`src/rtl/if_id_skid_buffer.sv`:
```
// ---------------------------------------------------------------------------
// if_id_skid_buffer
//   Two-entry elastic pipeline register between fetch and decode. Entries of
//   {instruction, PC, PC+4} are accepted from fetch with a valid/ready
//   handshake and presented to decode in strict FIFO order. Every output is
//   a register, so there is no combinational path from in_* to out_* or
//   from out_ready to in_ready. A flush discards all held entries together
//   with any push or pop in the same cycle.
//
// Ports
//   clk            rising-edge clock
//   reset          synchronous, active-low reset (0 = reset)
//   in_valid       fetch offers an entry
//   in_ready       buffer can accept an entry (state != FULL)
//   in_instr       fetched instruction
//   in_pc          PC of in_instr
//   in_pc_plus_4   in_pc + 4
//   flush          drop all held entries and any same-cycle push/pop
//   out_valid      head entry valid toward decode
//   out_ready      decode consumes the head entry
//   out_instr      head instruction, NOP_INSTR when out_valid=0
//   out_pc         head PC, 0 when out_valid=0
//   out_pc_plus_4  head PC+4, 0 when out_valid=0
//   occupancy      number of held entries (0..2)
//   stall_count    saturating count of cycles where fetch was refused
//                  (only when IFID_STALL_CNT_EN is defined)
//
// Build option
//   IFID_STALL_CNT_EN  adds parameter CNT_W, port stall_count and its counter.
// ---------------------------------------------------------------------------
module if_id_skid_buffer #(
    parameter int unsigned  W         = 32,
    parameter logic [W-1:0] NOP_INSTR = '0
`ifdef IFID_STALL_CNT_EN
    ,
    parameter int unsigned  CNT_W     = 16
`endif
) (
    input  logic             clk,
    input  logic             reset,
    input  logic             in_valid,
    output logic             in_ready,
    input  logic [W-1:0]     in_instr,
    input  logic [W-1:0]     in_pc,
    input  logic [W-1:0]     in_pc_plus_4,
    input  logic             flush,
    output logic             out_valid,
    input  logic             out_ready,
    output logic [W-1:0]     out_instr,
    output logic [W-1:0]     out_pc,
    output logic [W-1:0]     out_pc_plus_4,
    output logic [1:0]       occupancy
`ifdef IFID_STALL_CNT_EN
    ,
    output logic [CNT_W-1:0] stall_count
`endif
);

    // Encoding equals the number of held entries, so occupancy is a cast.
    typedef enum logic [1:0] {
        S_EMPTY = 2'd0,
        S_ONE   = 2'd1,
        S_FULL  = 2'd2
    } state_e;

    state_e       state_q;
    state_e       state_d;
    logic         wr_ptr_q;
    logic         wr_ptr_d;
    logic         rd_ptr_q;
    logic         rd_ptr_d;
    logic         push;
    logic         pop;

    logic [W-1:0] instr_q [2];
    logic [W-1:0] pc_q    [2];
    logic [W-1:0] pc4_q   [2];

    logic [W-1:0] head_instr_d;
    logic [W-1:0] head_pc_d;
    logic [W-1:0] head_pc4_d;

    // Next FSM state; flush wins over any push/pop.
    function automatic state_e next_state(input state_e s, input logic psh,
                                          input logic pp, input logic fl);
        state_e n;
        n = s;
        if (fl) begin
            n = S_EMPTY;
        end else begin
            case (s)
                S_EMPTY: if (psh) n = S_ONE;
                S_ONE: begin
                    if (psh && !pp)      n = S_FULL;
                    else if (pp && !psh) n = S_EMPTY;
                end
                S_FULL:  if (pp) n = S_ONE;
                default: n = S_EMPTY;
            endcase
        end
        return n;
    endfunction

    // Handshakes use the registered ready/valid, which mirror the state.
    always_comb begin
        push     = in_valid & in_ready & ~flush;
        pop      = out_valid & out_ready & ~flush;
        state_d  = next_state(state_q, push, pop, flush);
        wr_ptr_d = flush ? 1'b0 : (wr_ptr_q ^ push);
        rd_ptr_d = flush ? 1'b0 : (rd_ptr_q ^ pop);
    end

    // Head after this edge: the incoming entry bypasses storage when it
    // lands in the slot the read pointer will point at (push into EMPTY, or
    // push+pop in ONE), otherwise the stored entry at the new read pointer.
    always_comb begin
        head_instr_d = instr_q[rd_ptr_d];
        head_pc_d    = pc_q[rd_ptr_d];
        head_pc4_d   = pc4_q[rd_ptr_d];
        if (push && (wr_ptr_q == rd_ptr_d)) begin
            head_instr_d = in_instr;
            head_pc_d    = in_pc;
            head_pc4_d   = in_pc_plus_4;
        end
    end

    // FSM, pointers and registered outputs.
    always_ff @(posedge clk) begin
        if (!reset) begin
            state_q       <= S_EMPTY;
            wr_ptr_q      <= 1'b0;
            rd_ptr_q      <= 1'b0;
            in_ready      <= 1'b1;
            out_valid     <= 1'b0;
            out_instr     <= NOP_INSTR;
            out_pc        <= '0;
            out_pc_plus_4 <= '0;
            occupancy     <= 2'd0;
        end else begin
            state_q   <= state_d;
            wr_ptr_q  <= wr_ptr_d;
            rd_ptr_q  <= rd_ptr_d;
            in_ready  <= (state_d != S_FULL);
            out_valid <= (state_d != S_EMPTY);
            occupancy <= 2'(state_d);
            if (state_d != S_EMPTY) begin
                out_instr     <= head_instr_d;
                out_pc        <= head_pc_d;
                out_pc_plus_4 <= head_pc4_d;
            end else begin
                out_instr     <= NOP_INSTR;
                out_pc        <= '0;
                out_pc_plus_4 <= '0;
            end
        end
    end

    // Payload storage; stale slots are masked by the output registers.
    always_ff @(posedge clk) begin
        if (reset && push) begin
            instr_q[wr_ptr_q] <= in_instr;
            pc_q[wr_ptr_q]    <= in_pc;
            pc4_q[wr_ptr_q]   <= in_pc_plus_4;
        end
    end

`ifdef IFID_STALL_CNT_EN
    // Saturating count of refused fetch cycles; flush does not clear it.
    always_ff @(posedge clk) begin
        if (!reset) begin
            stall_count <= '0;
        end else if (in_valid && !in_ready && !flush && (stall_count != '1)) begin
            stall_count <= stall_count + CNT_W'(1);
        end
    end
`endif

endmodule

```
`config.mk`:
```
export PLATFORM = sky130hd
export DESIGN_NAME = if_id_skid_buffer
export DESIGN_NICKNAME = d
export VERILOG_FILES = /design/src/rtl/if_id_skid_buffer.sv
export SDC_FILE = /design/constraint.sdc
export NUM_CORES = 1
export LEC_CHECK = 0
export BUFFER_PORTS_ARGS = -buffer_cell sky130_fd_sc_hd__clkbuf_2
export CAP_MARGIN = 0
export CORE_UTILIZATION = 50
export DETAILED_ROUTE_END_ITERATION = 16
export PLACE_DENSITY = 0.73
export SLEW_MARGIN = 20
export SYNTH_ARGS = -nofsm -noshare
export SYNTH_HDL_FRONTEND = slang
export SYNTH_SLANG_ARGS = --single-unit
```
`constraint.sdc`:
```
create_clock -name clk -period 8.6 [get_ports clk]
set_clock_uncertainty 0.15 [all_clocks]
set_input_delay 2.15 -clock clk [delete_from_list [all_inputs] [get_ports clk]]
set_output_delay 2.15 -clock clk [all_outputs]
set_load 0.1 [all_outputs]
```
# Word level (Yosys, flattened, before mapping)
# Memories as Yosys holds them, arrays and structs flattened. A register that Yosys moved wholly into a read port is not among the register bits.
# Index checks and enable logic that the tools add are counted.
# word_totals
in_bits,101
ff_bits,6
romBits,0
latch_bits,0
memories,3
out_inout_bits,100
mem_bits_rw,192
# classes
add_sub_neg,0
multipliers,0
n_bitwise,8
n_lt_le_gt_ge,0
div,0
reduce_logical,12
n_eq_ne,3
n_mux,9
shift,0
# mem_list
name,depth,width,read_ports,rd_clocked_by_memory_dff,write_ports,line,rtl
instr_q,2,32,1,1,1,75,logic [W-1:0] instr_q [2];
pc4_q,2,32,1,1,1,77,logic [W-1:0] pc4_q [2];
pc_q,2,32,1,1,1,76,logic [W-1:0] pc_q [2];
# ops
op,count
two-way mux 2 bit,5
one-hot mux 2 bit (3 select lines),1
zero test 1 bit,5
bitwise AND 1 bit,4
logical AND 1 bit,3
two-way mux 1 bit,3
== test 2 x 1 -> 1 bit (second input constant),1
== test 2 bit (second input constant),1
zero test 2 bit,1
!= test 2 bit (second input constant),1
inverter 1 bit,2
AND reduction 2 bit,1
nonzero test 2 bit,1
OR reduction 2 bit,1
XOR 1 bit,2

# Logic depth before layout (Yosys ltp)
# depth
word_depth,11
mapped_depth,7
ltp_nobuf,4

# Worst setup path before layout
# No wires, ideal clock.
# synth_path
path_type,input to register
from,in flush
to,reg out_pc[12] (read register of pc_q)
setup_slack_ns,0.715
setup_time_ns,0.087
path_buffers,2
stages,6
arrival_time_ns,7.648
t_required_ns,8.363
cell_sequence,nand4b_1 > nor2_1 > mux2i_4 > buf_4 > buf_6 > a221oi_2
# synth_between
elab_chain_len,11
elab_cells_between_ends,18
# synth_rtl
element,line,rtl
start: declaration,46,"input logic flush,"
inverter 1 bit,"106, 107",
bitwise AND 1 bit,106,push = in_valid & in_ready & ~flush;
zero test 1 bit,95,else if (pp && !psh) n = S_EMPTY;
logical AND 1 bit,95,
two-way mux 2 bit,95,
two-way mux 2 bit,94,if (psh && !pp) n = S_FULL;
one-hot mux 2 bit (3 select lines),91,case (s)
two-way mux 2 bit,88,if (fl) begin
nonzero test 2 bit,146,if (state_d != S_EMPTY) begin
AND reduction 2 bit (no line),-,
zero test 1 bit (no line),-,
end: declaration,50,"output logic [W-1:0] out_pc,"
# Parallel ways exist; a longest one is shown, timed or not.
# A chain may end at the register's enable or synchronous reset.

# Worst setup path after layout
# layout_path
from,in flush
to,reg out_pc_plus_4[1] (read register of pc4_q)
# layout_between
elab_chain_len,11
elab_cells_between_ends,18
# layout_rtl
element,line,rtl
inverter 1 bit,"106, 107",
bitwise AND 1 bit,106,
zero test 1 bit,95,
logical AND 1 bit,95,
two-way mux 2 bit,95,
two-way mux 2 bit,94,
one-hot mux 2 bit (3 select lines),91,
two-way mux 2 bit,88,
nonzero test 2 bit,146,
AND reduction 2 bit (no line),-,
zero test 1 bit (no line),-,
end: declaration,51,"output logic [W-1:0] out_pc_plus_4,"
# Parallel ways exist; a longest one is shown, timed or not.

==> out/results.txt <==
status - finished, final reports clean
hold path depth - 2
clk slew on worst S/H paths - 0.07 ns
die area - 22100 um^2
routed wire length - 21800 um
Final TNS setup - 0 ns
drt initial violations - 398
Worst Path Required - 8.81 ns
placed inst area - 11900 um^2
overall die height - 149 um
total congestion overflow - 0
clock tree buffer depth - 3
Routed WL per cell - 18.9 um
Max Fanout on Critical Path - 67
initial antenna violation count - 3
PwrDens - 248 nW/um^2
syn avg cell area - 16.2 um^2
Initial Utilization - 0.511
commonest non-fill, non-tap cell in the layout - clkbuf_2
Final Cycle Share - 0.581
synth unique cells - 27
hpwl dp - 12600 um
Clock Sink Count - 294
Mapped Nets - 763
Slew Viols, Final - 0
crit-path cells - clkbuf_2 > nand4b_1 > buf_4 > nor2_4 > mux2i_4 > buf_4 > a221oi_1
mapped cell area - 10700 um^2
Port Buffer Count - 200
Vias - 6403
most frequent cells in the layout - clkbuf_2, edfxtp_1, dfxtp_1
Max VDD drop - 171 uV
CTS tree - done
cells after synthesis - 662
CP max-delay cell - buf_4
Reg-to-Reg End - out_pc_plus_4[1]
I/O Pins - 201
Root Driver - clkbuf_16
maxcap violations - 0
Final Critical Period - 4.99 ns
GRT Total Usage - 0.196
placer congestion estimate - 0.741
vias in the first global route - 6200
Final Setup Violations - 0
sequential cell area fraction in the yosys report - 0.727
Resize count post-CTS - 0
fmax - 200 MHz
core area - 21000 um^2
die width - 149 um
fin nets - 952
Seq cells post-synth - 294
area share of the largest cell type after synthesis - 0.537
largest net degree at the start of global routing - 69
CP most frequent cell - buf_4
DRC - 0
FF-to-FF setup slack - 5.00 ns
post-route ant nets - 0
postcts setup bufs - 0
Synth Warn # - 0
crit end category - flip-flop
worst hold margin - 0.414 ns
Syn-to-layout area delta - 20.8%
RSZ-0062 raised after global routing - no
cell family with most CP delay - buffers and inverters
Setup Crit Path Kind - input pin to flip-flop
first-pass detailed-route iteration total - 5
buffers and inverters on the worst path - 3
total CTS buffers - 29
max incr delay on CP - 0.76 ns
crit path DAT - 5.21 ns
hold buffer count at CTS - 0
Startpoint Class - input pin
Leak - 4.76 nW
number of placement rows - 53
post-route cell area - 13000 um^2
Min-Delay Path Class - flip-flop to flip-flop
Slew @ Worst Pin - 0.996 ns
RR Startpoint - in_ready
cell taking the most area after synthesis - edfxtp_1
worst reg2reg path depth - 6
Hold EP - rd_ptr_q
first-pass GRT wire length - 33700 um
Synth area leaders - edfxtp_1, dfxtp_1, mux2i_1
vias per cell - 5.57
share of layout cells above drive strength 1 - 0.356
max_slew headroom - 0.335
Hold Vio Cnt, Final - 0
H-tree depth - 1
worst skew pair latency - 0.53 ns
Worst Hold Launch - rd_ptr_q
-- final cells by class --
cell class	instances	area, um^2
clock buffers	31	743
clock inverters	23	332
multi-input cells	313	2660
fillers	1573	8050
inverters	3	11.3
diodes	1	2.50
repair buffers	210	1080
flip-flops and latches	294	7810
well taps	275	344
-- cells in the mapped netlist (all sizes together) --
library cell    n
nand2b          2
a221o           1
a21oi           1
clkbuf         26
buf            26
inv             3
nor2          102
nor2b           1
o22a            1
and2            1
mux2i          97
xnor2           4
a221oi         96
dfxtp         102
edfxtp        192
mux2            1
a21bo           1
nand2           2
a211oi          1
nand4b          2
-- per-stage QoR --
stage          setup slack, ns   util  cells  total power, mW
2_1_floorplan            0.715      -    662             1.79
3_3_place_gp              3.10  0.566   1095             1.86
3_5_place_dp              3.03  0.566   1095             1.87
4_1_cts                   3.58  0.617   1149             3.24
5_1_grt                   3.37  0.617   1150             3.32
6_report                  3.61  0.617   1150             3.22
-- worst max-delay path by stage --
stage,start,end,slack [ns],depth (start not counted)
2_1_floorplan,flush,out_pc[12],0.72,6
3_3_place_gp,flush,out_pc[25],3.10,7
3_5_place_dp,flush,out_pc[27],3.03,7
4_1_cts,flush,out_pc[23],3.58,7
5_1_grt,flush,out_pc[23],3.37,7
6_report,flush,out_pc_plus_4[1],3.61,7
-- worst min-delay path, stage by stage (launching register included) --
cell and delay [ns]:
dfxtp_1 0.37, xnor2_1 0.09, nor2_1 0.08
-- logic make-up (layout without fill, tap and decap cells) --
family	after synthesis	after routing	share of synthesized area
compound gates	101	101	0.105
xor+xnor	4	4	0.00501
buf+inv	55	267	0.0291
flops	294	294	0.727
mux	98	98	0.0930
other cells	0	1	0
simple gates	110	110	0.0405
-- registers in the layout (all words and copies together) (netlist names) --
register and count:
pc_q 64, in_ready 1, wr_ptr_q 1, state_q 2, out_instr 32, pc4_q 64, out_pc 32, out_valid 1
out_pc_plus_4 32, rd_ptr_q 1, instr_q 64
-- where the power goes --
group          switching, mW  total (mW)  internal, mW
Sequential            0.0115        1.55          1.54
Combinational          0.226       0.284        0.0580
Clock                  0.539        1.39         0.847
-- routing by layer --
layer | up-vias | share of wire | GRT usage | routed length [um]
li1 | 2946 | - | - | -
met4 | 4 | 0.016 | 0.0552 | 349
met1 | 3139 | 0.44 | 0.288 | 9680
met5 | - | 0.0013 | 0 | 28
met3 | 33 | 0.085 | 0.0429 | 1860
met2 | 281 | 0.45 | 0.295 | 9850
Note: power is estimated with default switching activity, not from simulation.
